--- config.mk ---
export PLATFORM = sky130hd
export DESIGN_NAME = booth_seq_mult_flat
export DESIGN_NICKNAME = d
export VERILOG_FILES = /design/src/rtl/booth_seq_mult_if.sv /design/src/rtl/booth_seq_mult.sv /design/src/flat_wrapper.sv
export SDC_FILE = /design/constraint.sdc
export NUM_CORES = 1
export LEC_CHECK = 0
export BUFFER_PORTS_ARGS = -buffer_cell sky130_fd_sc_hd__buf_2
export CELL_PAD_IN_SITES_DETAIL_PLACEMENT = 1
export CELL_PAD_IN_SITES_GLOBAL_PLACEMENT = 2
export CORE_MARGIN = 5
export CORE_UTILIZATION = 36
export DETAILED_ROUTE_END_ITERATION = 7
export PLACE_DENSITY = 0.87
export SLEW_MARGIN = 5
export SYNTH_ARGS = -nofsm -noshare
export SYNTH_HDL_FRONTEND = slang
export SYNTH_SLANG_ARGS = --single-unit
--- constraint.sdc ---
create_clock -name clk -period 3.8 [get_ports clk]
set_clock_uncertainty 0.05 [all_clocks]
set_input_delay 0.38 -clock clk [delete_from_list [all_inputs] [get_ports clk]]
set_output_delay 0.38 -clock clk [all_outputs]
set_load 0.005 [all_outputs]
--- src/rtl/booth_seq_mult_if.sv ---
// rtl/booth_seq_mult_if.sv - handshake/operand/result bundle for booth_seq_mult
//
// Purpose: groups the request side (start, is_signed, a, b) and the response
//          side (ready, busy, done, product) of the sequential Booth multiplier.
// Modports:
//   master - requester: drives start/is_signed/a/b, observes ready/busy/done/product
//   slave  - multiplier: observes the request, drives ready/busy/done/product
interface booth_seq_mult_if #(
    parameter int WIDTH = 8
);
    logic                 start;
    logic                 is_signed;
    logic [WIDTH-1:0]     a;
    logic [WIDTH-1:0]     b;
    logic                 ready;
    logic                 busy;
    logic                 done;
    logic [2*WIDTH-1:0]   product;

    modport master (
        output start, is_signed, a, b,
        input  ready, busy, done, product
    );

    modport slave (
        input  start, is_signed, a, b,
        output ready, busy, done, product
    );
endinterface

--- src/rtl/booth_seq_mult.sv ---
// rtl/booth_seq_mult.sv - iterative radix-2 Booth multiplier, one Booth step per clock
//
// Purpose: shared multi-cycle multiplier, signed or unsigned per operation,
//          one operation in flight, result held until the next accepted start.
// Ports:
//   clk    - rising-edge clock
//   rst_n  - asynchronous active-low reset
//   bus    - booth_seq_mult_if.slave: start/is_signed/a/b in, ready/busy/done/product out
// Optional feature macro: BOOTH_EARLY_TERM_EN
//   When defined, a CALC cycle whose remaining multiplier bits all equal Q_1
//   skips straight to the end with one variable arithmetic shift.
module booth_seq_mult #(
    parameter int WIDTH = 8
) (
    input  logic                 clk,
    input  logic                 rst_n,
    booth_seq_mult_if.slave      bus
);
    // Two bits of headroom on Acc/M keep -2^(WIDTH-1) negation and
    // unsigned full-scale operands exact.
    localparam int AW = WIDTH + 2;
    localparam int QW = WIDTH + 1;
    localparam int CW = $clog2(WIDTH + 2);
    localparam int SW = AW + QW + 1;

    typedef enum logic [1:0] {
        S_IDLE = 2'd0,
        S_CALC = 2'd1,
        S_DONE = 2'd2
    } state_t;

    state_t               r_state;
    logic [AW-1:0]        r_m;
    logic [AW-1:0]        r_acc;
    logic [QW-1:0]        r_q;
    logic                 r_q1;
    logic [CW-1:0]        r_count;
    logic                 r_ready;
    logic                 r_busy;
    logic                 r_done;
    logic [2*WIDTH-1:0]   r_product;

    logic [AW-1:0]        w_m_ext;
    logic [QW-1:0]        w_q_ext;
    logic [AW-1:0]        w_sum;
    logic [SW-1:0]        w_step;
    logic [SW-1:0]        w_next;
    logic [CW-1:0]        w_next_count;

    assign w_m_ext = bus.is_signed ? {{2{bus.a[WIDTH-1]}}, bus.a} : {2'b00, bus.a};
    assign w_q_ext = bus.is_signed ? {bus.b[WIDTH-1], bus.b} : {1'b0, bus.b};

    always_comb begin
        w_sum = r_acc;
        case ({r_q[0], r_q1})
            2'b10:   w_sum = r_acc - r_m;
            2'b01:   w_sum = r_acc + r_m;
            default: w_sum = r_acc;
        endcase
    end

    // Arithmetic right shift of {sum, Q, Q_1} by one: Q_1 falls off the end.
    assign w_step = {w_sum[AW-1], w_sum, r_q};

`ifdef BOOTH_EARLY_TERM_EN
    logic          w_et_hit;
    logic [SW-1:0] w_et_shift;

    // Remaining multiplier bits Q[count-1:0] all equal to Q_1 means every
    // remaining Booth pair is 00 or 11, so only shifting is left to do.
    always_comb begin
        w_et_hit = 1'b1;
        for (int i = 0; i < QW; i++) begin
            if ((i < int'(r_count)) && (r_q[i] != r_q1)) begin
                w_et_hit = 1'b0;
            end
        end
    end

    assign w_et_shift   = $signed({r_acc, r_q, r_q1}) >>> r_count;
    assign w_next       = w_et_hit ? w_et_shift : w_step;
    assign w_next_count = w_et_hit ? '0 : (r_count - 1'b1);
`else
    assign w_next       = w_step;
    assign w_next_count = r_count - 1'b1;
`endif

    always_ff @(posedge clk or negedge rst_n) begin
        if (!rst_n) begin
            r_state   <= S_IDLE;
            r_m       <= '0;
            r_acc     <= '0;
            r_q       <= '0;
            r_q1      <= 1'b0;
            r_count   <= '0;
            r_ready   <= 1'b1;
            r_busy    <= 1'b0;
            r_done    <= 1'b0;
            r_product <= '0;
        end else begin
            case (r_state)
                S_IDLE: begin
                    if (bus.start) begin
                        r_m     <= w_m_ext;
                        r_q     <= w_q_ext;
                        r_q1    <= 1'b0;
                        r_acc   <= '0;
                        r_count <= CW'(WIDTH + 1);
                        r_ready <= 1'b0;
                        r_busy  <= 1'b1;
                        r_state <= S_CALC;
                    end
                end
                S_CALC: begin
                    r_acc   <= w_next[SW-1:QW+1];
                    r_q     <= w_next[QW:1];
                    r_q1    <= w_next[0];
                    r_count <= w_next_count;
                    if (w_next_count == '0) begin
                        r_product <= w_next[2*WIDTH:1];
                        r_busy    <= 1'b0;
                        r_done    <= 1'b1;
                        r_state   <= S_DONE;
                    end
                end
                S_DONE: begin
                    r_done  <= 1'b0;
                    r_ready <= 1'b1;
                    r_state <= S_IDLE;
                end
                default: begin
                    r_ready <= 1'b1;
                    r_busy  <= 1'b0;
                    r_done  <= 1'b0;
                    r_state <= S_IDLE;
                end
            endcase
        end
    end

    assign bus.ready   = r_ready;
    assign bus.busy    = r_busy;
    assign bus.done    = r_done;
    assign bus.product = r_product;
endmodule
--- src/flat_wrapper.sv ---
// flat-port wrapper written by rule: the top's interface ports become plain ports
module booth_seq_mult_flat 
#(
    parameter int WIDTH = 8
)
  (clk, rst_n, bus_start, bus_is_signed, bus_a, bus_b, bus_ready, bus_busy, bus_done, bus_product);
  booth_seq_mult_if #(.WIDTH(WIDTH)) bus_i ();
  input  logic clk;
  input  logic rst_n;
  input wire logic [$bits(bus_i.start)-1:0] bus_start;
  input wire logic [$bits(bus_i.is_signed)-1:0] bus_is_signed;
  input wire logic [$bits(bus_i.a)-1:0] bus_a;
  input wire logic [$bits(bus_i.b)-1:0] bus_b;
  output wire logic [$bits(bus_i.ready)-1:0] bus_ready;
  output wire logic [$bits(bus_i.busy)-1:0] bus_busy;
  output wire logic [$bits(bus_i.done)-1:0] bus_done;
  output wire logic [$bits(bus_i.product)-1:0] bus_product;
  assign bus_i.start = bus_start;
  assign bus_i.is_signed = bus_is_signed;
  assign bus_i.a = bus_a;
  assign bus_i.b = bus_b;
  assign bus_ready = bus_i.ready;
  assign bus_busy = bus_i.busy;
  assign bus_done = bus_i.done;
  assign bus_product = bus_i.product;
  booth_seq_mult #(.WIDTH(WIDTH)) u_core (.clk(clk), .rst_n(rst_n), .bus(bus_i));
endmodule
## Yosys cells after proc, flatten, opt, wreduce, memory -nomap -nowiden

Index checks and enable logic that the tools add are counted.

- Output and inout bits: 19
- Input port bits: 20
- Register bits: 55
- Logic and storage cells: 52

- Equality and inequality tests: 6
- Muxes and demuxes: 20
- $add $sub $neg: 3
- Bitwise logic cells: 3
- Reduce and logical (&&, ||, !) cells: 10

Operators by type and width:

| operator | count |
|---|---|
| $pmux 10 s2 | 2 |
| $mux 10 | 2 |
| $mux 9 | 2 |
| $pmux 9 s2 | 1 |
| $reduce_and 2->1 | 6 |
| $add 10x10->10 | 1 |
| $sub 10x10->10 | 1 |
| $pmux 4 s2 | 1 |
| $pmux 1 s2 | 3 |
| $eq 2x1->1 const B | 2 |
| $eq 2x2->1 const B | 2 |
| $logic_not 4->1 | 1 |
| $mux 1 | 4 |
| $mux 2 | 2 |
| $mux 4 | 1 |
| $pmux 2 s2 | 1 |
| $sub 4x1->4 const B | 1 |
| $not 1->1 | 3 |
| $pmux 1 s3 | 1 |
| $reduce_and 3->1 | 1 |
| $logic_not 2->1 | 1 |
| $ne 2x1->1 const B | 1 |
| $ne 2x2->1 const B | 1 |
| $reduce_bool 2->1 | 1 |

## Logic depth before layout (Yosys ltp)

Gate-level depths: netlist of run 1.

- Depth in word-level cells: 4
- Mapped depth: 13
- Mapped depth without buffers: 13

## Worst setup path after synthesis of run 1

No wires, ideal clock.

- Kind: register to register
- From: register u_core.r_q[0]
- To: register u_core.r_product[15], in the netlist u_core.bus.product[15]
- Setup slack: 1.196 ns
- Buffers on the path: 1
- Setup time: 0.125 ns
- Period minus slack after synthesis: 2.604 ns
- Required time: 3.625 ns
- Data arrival time: 2.429 ns
- Stages on the path, launching flop included: 11
- Cells stage by stage: dfrtp_1 -> inv_1 -> ha_1 -> clkbuf_1 -> mux2_2 -> ha_1 -> a211oi_1 -> o21ai_2 -> nor4_1 -> a211oi_1 -> mux2_2

- Word-level cells in the longest chain between the ends: 2
- Elaborated cells between the ends (all ways): 3
- Those cells by class: eq/ne (2); mux (1)

RTL lines:

| item | line | RTL |
|---|---|---|
| from (decl) | booth_seq_mult.sv:35 | `logic [QW-1:0] r_q;` |
| from (signal assigned) | booth_seq_mult.sv:105 | `r_q <= w_q_ext;` |
| from (signal assigned) | booth_seq_mult.sv:116 | `r_q <= w_next[QW:1];` |
| $eq 2x1->1 / $eq 2x2->1 (equally long branches) | booth_seq_mult.sv:55 | `case ({r_q[0], r_q1})` |
| $pmux 10 s2 (*) | booth_seq_mult.sv:55 |  |
| to (signal assigned) | booth_seq_mult.sv:120 | `r_product <= w_next[2*WIDTH:1];` |
| to (decl) | booth_seq_mult.sv:41 | `logic [2*WIDTH-1:0] r_product;` |

Every way passes the cells marked *; elsewhere a longest branch is shown, timed or not.
A chain may end at the register's enable or synchronous reset.

## Worst setup path after layout of run 1

- From: register u_core.r_m[0]
- To: register u_core.r_product[15], in the netlist u_core.bus.product[15]

- Word-level cells in the longest chain between the ends: 2
- Elaborated cells between the ends (all ways): 3
- Those cells by class: add/sub (2); mux (1)

RTL lines:

| item | line | RTL |
|---|---|---|
| from (decl) | booth_seq_mult.sv:33 | `logic [AW-1:0] r_m;` |
| from (signal assigned) | booth_seq_mult.sv:104 | `r_m <= w_m_ext;` |
| $add 10x10->10 / $sub 10x10->10 (equally long branches) | booth_seq_mult.sv:57, booth_seq_mult.sv:56 |  |
| $pmux 10 s2 (*) | booth_seq_mult.sv:55 |  |

Marks and branches as above.

==> results of run 1 <==
[through the flow]
step | area, µm² | std cells
after floorplan | 2810 | 275
after global placement | 3100 | 408
after detailed placement | 3100 | 408
after CTS | 3190 | 416
after global routing | 3190 | 416
final | 3190 | 416
[area by class of cell]
class,count,area (µm²)
clock inverters,3,21.3
fillers,887,4460
inverters,13,48.8
repair buffers,42,220
clock buffers,5,68.8
flip-flops and latches,53,1330
multi-input cells,198,1370
well taps,102,128
[critical path, stage by stage (launching register included)]
cell and delay [ps]:
dfrtp_1 430, inv_1 90, ha_1 210, nand2_1 90, nor3_1 140, nor2_1 80, xor2_1 160, ha_1 350
a21o_1 220, a21o_1 180, o211a_1 200, a21oi_1 120, a211oi_1 70, mux2_2 280
[state kept, by name, indices dropped and copies added, names as in the netlist]
name and flops:
u_core.bus.product 16, u_core.r_acc 9, u_core.r_m 9, u_core.r_q 9, u_core.r_count 4, u_core.r_state 2
u_core.bus.busy 1, u_core.bus.done 1, u_core.bus.ready 1, u_core.r_q1 1
[logic make-up after synthesis]
group | count (synthesis) | share of synthesized area
xor gates and xnor gates | 15 | 0.0468
DFF | 53 | 0.473
adders and majority gates | 14 | 0.0651
muxes | 27 | 0.111
AOI/OAI and AO/OA | 69 | 0.148
and+or+nand+nor | 73 | 0.120
buffers and inverters | 24 | 0.0370
[power by group through the flow]
stage / Sequential [mW] / Clock (mW) / Combinational [mW]
2_1_floorplan: 1.01 / 0 / 1.47
3_3_place_gp: 1.06 / 0 / 1.88
3_5_place_dp: 1.07 / 0 / 1.94
4_1_cts: 1.06 / 0.348 / 1.95
5_1_grt: 1.09 / 0.373 / 2.17
6_report: 1.05 / 0.338 / 1.91
[path summary, 6_finish.rpt]
check	slack, ps	end	from	depth (start not counted)
min in group clk	250	u_core.r_m[2]	bus_a[2]	2
max reg2reg	1040	u_core.bus.product[15]	u_core.r_m[0]	13
max in group asynchronous	2870	u_core.bus.ready	rst_n	2
min reg2reg	430	u_core.bus.product[12]	u_core.bus.product[12]	2
min	-8	u_core.bus.product[11]	rst_n	1
max	1040	u_core.bus.product[15]	u_core.r_m[0]	13
[layout by cell type, fill, tap and decap left out, drive strengths merged, types with 2 or more instances in the layout]
master / instances
inv: 14
o2111ai: 2
nand2: 33
nand3b: 2
buf: 42
dfrtp: 52
xnor2: 5
nand3: 5
o21ai: 35
clkbuf: 5
o21bai: 2
a21oi: 13
ha: 13
nor2: 15
nor2b: 7
o211ai: 2
xor2: 10
mux2i: 10
nor3: 6
a211oi: 2
a21o: 4
mux2: 17
[layer usage]
metal  up-vias  share of wire  global-route usage
met5         -              0                   0
met4         0         0.0080              0.0378
met3         5          0.027              0.0221
met2        28           0.50               0.249
met1      1041           0.47               0.174
li1       1029              -                   -
==> impl_metrics.yaml, run 1 <==
yosys:
  synth_edf_count: 0
  synth_nets: 309
  yosysSeqAreaShare: 0.473
  synth_warnings: 0
  async_reset_ff_frac: 1.00
  yosys.cell_count.top_type: "dfrtp_1"
  synth_area_leaders: "dfrtp_1 (46%), ha_1 (5.8%), o21ai_0 (5.7%), mux2_2 (4.8%), nand2_1 (4.3%)"
  synth_top_cell_area_share: 0.464
  synth_area_leader_cell: "dfrtp_1"
  ys.flop_type: "dfrtp_1"
  synth_cell_type_count: 44
  synth-seq-cells: 53
  syn_avg_cell_area_um2: 10.2
  syn-cell-area_um2: 2810
  ys_top_cells_by_count: "dfrtp_1 (52), nand2_1 (32), o21ai_0 (32), nor2_1 (15)"
  syn_inst: 275
global_routing:
  grt_max_degree: 29
  gr-usage-all-layers: 0.139
  grt_overflow: 0
  grt_pass1_wl_um: 11100
  grt_pass1_vias: 2330
  antenna_found_initial: 0
timing:
  finalCriticalPeriod_ps: 2760
  max_slew.worst_pin.slew_ps: 569
  finalHoldViolations: 15
  fin_ws_ps: 1040
  rsz0062_at_grt: "no"
  max-slew-margin-rel: 0.620
  holdWs_ps: -8.48
  slew_violations: 0
  finalSetupViolations: 0
  fmax_mhz: 362
  period_share: 0.726
  tns_ps: 0
power:
  p_clk_frac: 0.102
  p_int_mw: 1.82
  p_sw_mw: 1.47
  p_leak_nw: 1.52
  pwr-share-seq: 0.318
  combPwrFrac: 0.579
  p_per_area_nw_per_um2: 1030
  ir_drop_uv: 480
  finalPower_mw: 3.29
  p_sw_frac: 0.447
floorplanning:
  die_w_um: 98.3
  core_um2: 7650
  dieArea_um2: 9660
  die_h_um: 98.3
  io-pin-count: 39
  rows: 32
  start_util: 0.367
worst_setup_path:
  cp.required_ps: 3960
  worstSetupPathType: "flip-flop to flip-flop"
  crit_fanout: 5
  arrival_ps: 2920
  cp-start-kind: "flip-flop"
  end_kind: "flip-flop"
final_layout:
  post-route-util: 0.417
  diodes: 0
  area_growth_pct: 13.6
  drive_gt1_frac: 0.229
  fin_nets: 347
clock_network:
  h-tree-depth: 2
  clk_latency_ps: 320
  clkSinkCount: 53
  cts_setup_buffers: 0
  hold_buffers: 0
  clk_pin_slew_ps: 110
  cts-resized-gates: 0
  cts_buffer_depth: 2
  clockRootBuffer: "clkbuf_8"
  cts_buffers: 5
  cts_tree: "built"
hold_path:
  hp-class: "primary input to asynchronous set/reset pin"
detailed_routing:
  ant_nets: 0
  drc_errors: 0
  avgViaCountPerCell: 5.06
  wl_per_cell_um: 15.3
  wl_um: 6350
  dr.pass1.iters: 4
  drt_iter0_markers: 107
  num_vias: 2103
placement:
  pre_cts_ws_ps: 1060
  numPortBuffers: 38
  gp_congestion: 0.829
  post-dp-hpwl_um: 4710
run:
  drv_cap: 0
run_status:
  violations: "negative hold slack"
  outcome: "complete, but fails checks"
Note: power is estimated with default switching activity, not from simulation.
==> run 2: changes to the inputs <==
==> constraint.sdc (replaced) <==
create_clock -name clk -period 2.8 [get_ports clk]
set_clock_uncertainty 0.05 [all_clocks]
set_input_delay 0.28 -clock clk [delete_from_list [all_inputs] [get_ports clk]]
set_output_delay 0.28 -clock clk [all_outputs]
set_load 0.005 [all_outputs]
==> run 2 against run 1 <==
  * The flow now finishes without violations
  * Hold slack better by 150 ps
  * Largest cell class unchanged
  * Fmax up 4.8%
  * Worst setup slack worse by 870 ps
  * Clock power up 28%
  * Die area unchanged
==> impl_metrics.yaml, run 2 (synthesized netlist as in run 1, its figures left out) <==
clock_network:
  clk_latency_ps: 310
  clkSinkCount: 53
  cts_tree: "built"
  clk_pin_slew_ps: 100
  clockRootBuffer: "clkbuf_8"
  cts_buffer_depth: 2
  cts_buffers: 5
  h-tree-depth: 2
final_layout:
  final_common_cell: "dfrtp_1"
  drive_gt1_frac: 0.260
  diodes: 0
  final_cell_mix: "dfrtp_1 (52), buf_2 (38), nand2_1 (32), o21ai_0 (32), nor2_1 (14)"
  largest_reg_flops: 16
  nFillCells: 888
  fin_nets: 357
  area_growth_pct: 16.6
timing:
  holdWs_ps: 138
  finalSetupViolations: 0
  fmax_mhz: 380
  fin_ws_ps: 167
  max-slew-margin-rel: 0.663
  finalHoldViolations: 0
  finalCriticalPeriod_ps: 2630
  period_share: 0.940
  max_slew.worst_pin.slew_ps: 505
  slew_violations: 0
worst_setup_path:
  cp-start-kind: "flip-flop"
  rr_worst_depth: 13
  worstSetupPathType: "flip-flop to flip-flop"
  cp.required_ps: 2950
  end_kind: "flip-flop"
  arrival_ps: 2780
  crit_fanout: 4
floorplanning:
  io-pin-count: 39
  dieArea_um2: 9660
  die_h_um: 98.3
  die_w_um: 98.3
  rows: 32
  start_util: 0.367
  core_um2: 7650
global_routing:
  gr-usage-all-layers: 0.142
  antenna_found_initial: 0
  grt_overflow: 0
  grt_max_degree: 40
  grt_pass1_vias: 2338
  grt_pass1_wl_um: 11300
power:
  p_leak_nw: 1.57
  p_per_area_nw_per_um2: 1420
  ir_drop_uv: 584
placement:
  post-dp-hpwl_um: 4760
  gp_congestion: 0.800
  numPortBuffers: 38
  pre_cts_ws_ps: 66.6
detailed_routing:
  wl_um: 6590
  drt_iter0_markers: 49
  ant_nets: 0
  avgViaCountPerCell: 5.09
  dr.pass1.iters: 4
  drc_errors: 0
  wl_per_cell_um: 15.5
  num_vias: 2163
run_status:
  outcome: "completed"
hold_path:
  hp-class: "primary input to flip-flop"
  holdPathStages: 3
run:
  drv_cap: 0
[run 2: cell count changes in the layout (fill, tap and decap cells not counted)]
| cell | change |
|---|---|
| ha_1 | -2 |
| nor2_2 | +1 |
| nor2_1 | -1 |
| buf_4 | +9 |
| nor3_1 | -1 |
| ha_2 | +2 |
| nor3_2 | +1 |
| dlygate4sd3_1 | +1 |
| clkinvlp_4 | -1 |
[run 2: path summary, 6_finish.rpt]
check / from / end / slack [ps]
max in group asynchronous: rst_n / u_core.bus.ready / 1500
worst min register to register: u_core.bus.product[10] / u_core.bus.product[10] / 440
min in group asynchronous: rst_n / u_core.bus.product[8] / 360
worst max-delay path: u_core.r_m[1] / u_core.bus.product[15] / 170
worst max register to register: u_core.r_m[1] / u_core.bus.product[15] / 170
worst min-delay path: bus_a[0] / u_core.r_m[0] / 140
[run 2: final cells by class]
type	count	area [µm²]	area share
flip-flops and latches	53	1330	0.406
repair buffers	52	298	0.0910
well taps	102	128	0.0390
inverters	13	48.8	0.0149
clock buffers	5	68.8	0.0210
clock inverters	2	13.8	0.00421
multi-input cells	198	1390	0.424
[run 2: power breakdown]
part           internal [mW]  total (mW)  leakage (nW)  switching, mW
Sequential              1.13        1.44         0.655          0.311
Clock                  0.174       0.434        0.0444          0.260
Combinational           1.29        2.77         0.870           1.47
Total                   2.60        4.64          1.57           2.04
[run 2: timing repair]
| item | in CTS | in global routing |
|---|---|---|
| endpoints found under the setup margin | 0 | 2 |
| endpoints found under the hold margin | 14 | 0 |
| buffers inserted | 0 | 7 |
| hold buffers | 1 | 0 |
| resized for setup | 0 | 4 |
[run 2: critical path, cell delays in order, from the launching register on]
cell and delay [ps]:
dfrtp_1 410, inv_1 90, ha_2 190, nand2_1 80, nor3_2 120, nor2_1 70
xor2_1 140, ha_1 350, a21o_1 220, a21o_1 170, o211a_1 200, a21oi_1 110
a211oi_1 70, mux2_2 280
[run 2: metal layers]
layer / wire length, µm / vias up / track usage
li1: - / 1044 / -
met1: 3040 / 1077 / 0.178
met2: 3220 / 32 / 0.243
met3: 210 / 10 / 0.0307
met4: 114 / 0 / 0.0431
met5: 0 / - / 0
[run 2: through the flow]
step	instance area, µm²	power (mW)	cells	util	setup TNS [ps]
5_1_grt	3270	5.11	425	0.428	-12.9
6_report	3270	4.64	425	0.428	0
3_5_place_dp	3110	4.09	410	0.407	0
4_1_cts	3210	4.55	418	0.419	0
3_3_place_gp	3110	3.99	410	0.407	0
2_1_floorplan	2810	3.37	275	-	0
==> run 3: changes to the inputs <==
--- a/config.mk
+++ b/config.mk
@@ -5,14 +5,14 @@
 export SDC_FILE = /design/constraint.sdc
 export NUM_CORES = 1
 export LEC_CHECK = 0
+export ABC_AREA = 1
 export BUFFER_PORTS_ARGS = -buffer_cell sky130_fd_sc_hd__buf_2
 export CELL_PAD_IN_SITES_DETAIL_PLACEMENT = 1
 export CELL_PAD_IN_SITES_GLOBAL_PLACEMENT = 2
 export CORE_MARGIN = 5
-export CORE_UTILIZATION = 36
+export CORE_UTILIZATION = 34
 export DETAILED_ROUTE_END_ITERATION = 7
-export PLACE_DENSITY = 0.87
-export SLEW_MARGIN = 5
+export PLACE_DENSITY = 0.88
 export SYNTH_ARGS = -nofsm -noshare
 export SYNTH_HDL_FRONTEND = slang
 export SYNTH_SLANG_ARGS = --single-unit
==> run 3 against run 2 <==
  * First-iteration DRC count grew 78%
  * Synthesized cell count rose by 31%
  * Synthesized area rose by 4.6%
  * Fmax is 5.2% higher
  * Sequential share of layout area down 1.4 points
  * Utilization down 1.9 points
  * Critical endpoint is now u_core.bus.product[12]
==> impl_metrics.yaml, run 3 <==
run_status:
  outcome: "completed"
floorplanning:
  rows: 33
  core_um2: 8300
  start_util: 0.354
  io-pin-count: 39
  die_w_um: 103
  dieArea_um2: 10600
  die_h_um: 103
yosys:
  synth_area_leader_cell: "dfrtp_1"
  synth_edf_count: 0
  synth_cell_type_count: 37
  ys.flop_type: "dfrtp_1"
  syn-cell-area_um2: 2940
  yosysSeqAreaShare: 0.452
  async_reset_ff_frac: 1.00
  syn_avg_cell_area_um2: 8.13
  synth-seq-cells: 53
  synth_area_leaders: "dfrtp_1 (44%), nand2_1 (14%), ha_1 (5.5%), inv_1 (5.5%), o21ai_0 (4.8%)"
  synth_nets: 395
  ys_top_cells_by_count: "nand2_1 (112), dfrtp_1 (52), inv_1 (43), o21ai_0 (28), nor2_1 (17)"
  synth_top_cell_area_share: 0.443
  synth_warnings: 0
  syn_inst: 361
  yosys.cell_count.top_type: "nand2_1"
detailed_routing:
  wl_um: 7290
  ant_nets: 0
  num_vias: 2452
  drc_errors: 0
  drt_iter0_markers: 87
  avgViaCountPerCell: 4.84
  wl_per_cell_um: 14.4
  dr.pass1.iters: 4
clock_network:
  clk_pin_slew_ps: 100
  h-tree-depth: 2
  clkSinkCount: 53
  cts_tree: "built"
  cts_buffer_depth: 2
  cts_setup_buffers: 0
  cts_buffers: 5
  clk_latency_ps: 310
  clockRootBuffer: "clkbuf_8"
global_routing:
  gr-usage-all-layers: 0.153
  grt_pass1_wl_um: 12800
  grt_overflow: 0
  grt_max_degree: 54
  antenna_found_initial: 0
  grt_pass1_vias: 2645
timing:
  max-slew-margin-rel: 0.542
  slew_violations: 0
  period_share: 0.894
  tns_ps: 0
  max_slew.worst_pin.slew_ps: 684
  finalSetupViolations: 0
  fin_ws_ps: 298
  fmax_mhz: 400
  rsz0062_at_grt: "no"
  finalCriticalPeriod_ps: 2500
  finalHoldViolations: 0
final_layout:
  final_cell_mix: "nand2_1 (112), dfrtp_1 (52), inv_1 (41)"
  final_common_cell: "nand2_1"
  fin_nets: 435
  nFillCells: 1042
  regArea_um2: 1330
  drive_gt1_frac: 0.194
  multi_input_area_um2: 1380
  largest_reg_flops: 16
  diodes: 0
  fin_cells: 507
  area_growth_pct: 15.5
worst_setup_path:
  reg2reg_to: "u_core.bus.product[12]"
  reg2reg_setup_slack_ps: 300
  cp-start-kind: "flip-flop"
  crit_fanout: 3
  r2r-start: "u_core.r_m[0]"
  end_kind: "flip-flop"
  worstSetupPathType: "flip-flop to flip-flop"
  rr_worst_depth: 13
  cp.required_ps: 3000
  arrival_ps: 2700
placement:
  numPortBuffers: 38
  post-dp-hpwl_um: 5540
  gp_congestion: 0.828
  dp_cells: 498
  pre_cts_ws_ps: 226
hold_path:
  holdPathEnd: "u_core.r_m[2]"
  holdPathStages: 3
  hp-start: "bus_a[2]"
  hp-class: "primary input to flip-flop"
run:
  drv_cap: 0
[run 3: critical path, cell delays in order (launching register included)]
cell and delay [ps]:
dfrtp_1 390, inv_2 60, ha_1 280, inv_1 40
o21ai_1 210, inv_1 110, fa_1 440, nand3b_1 170
nand2_1 110, inv_1 60, or2_2 260, nand3_1 90
nand3_1 80, nand2_1 70
[run 3: how the worst max path moves through the flow]
| stage | start | cells past startpoint | endpoint | slack [ps] |
|---|---|---|---|---|
| global placement | u_core.r_m[1] | 16 | u_core.r_acc[8] | 200 |
| floorplan | u_core.r_q1 | 14 | u_core.r_acc[8] | 460 |
| finish | u_core.r_m[0] | 13 | u_core.bus.product[12] | 300 |
| detailed placement | u_core.r_m[1] | 16 | u_core.r_acc[8] | 230 |
| global route | u_core.r_m[0] | 15 | u_core.r_acc[8] | 20 |
| CTS | u_core.r_m[0] | 13 | u_core.bus.product[12] | 140 |
[run 3: what timing repair did]
| item | 4_1_cts | 5_1_grt |
|---|---|---|
| hold buffers | 1 | 0 |
| endpoints found under the setup margin | 0 | 7 |
| endpoints found under the hold margin | 52 | 0 |
| resized for setup | 0 | 7 |
[run 3: metrics by stage]
stage               cell area [µm²]  hold WS (ps)   util
finish                         3390           118  0.408
global route                   3390           135  0.408
global placement               3250           245  0.391
CTS                            3380           113  0.407
detailed placement             3250           255  0.391
floorplan                      2940         -65.6      -
[run 3: layer usage]
layer  GRT usage  part of all wire  routed length [µm]  up-vias
met4      0.0378             0.011                  83        0
li1            -                 -                   -     1235
met2       0.249              0.46                3370       33
met1       0.214              0.50                3660     1178
met5           0                 0                   0        -
met3      0.0223             0.026                 186        6
[run 3: cells by family after synthesis]
group	count (synthesis)	synth area share
xor+xnor	10	0.0324
fa+ha+maj	14	0.0622
simple gates	160	0.231
buf+inv	57	0.0814
compound gates	67	0.141
flops	53	0.452
[run 3: layout make-up]
type,count,area share
Inverter,46,0.0524
Clock buffer,6,0.0244
Tap cell,105,0.0388
Sequential cell,53,0.392
Clock inverter,2,0.0111
Timing Repair Buffer,44,0.0738
Multi-Input combinational cell,251,0.408
Power of run 3 is left out: the tool's default activity adds up to more than one toggle a clock period on the data nets, which glitch-free logic cannot reach.
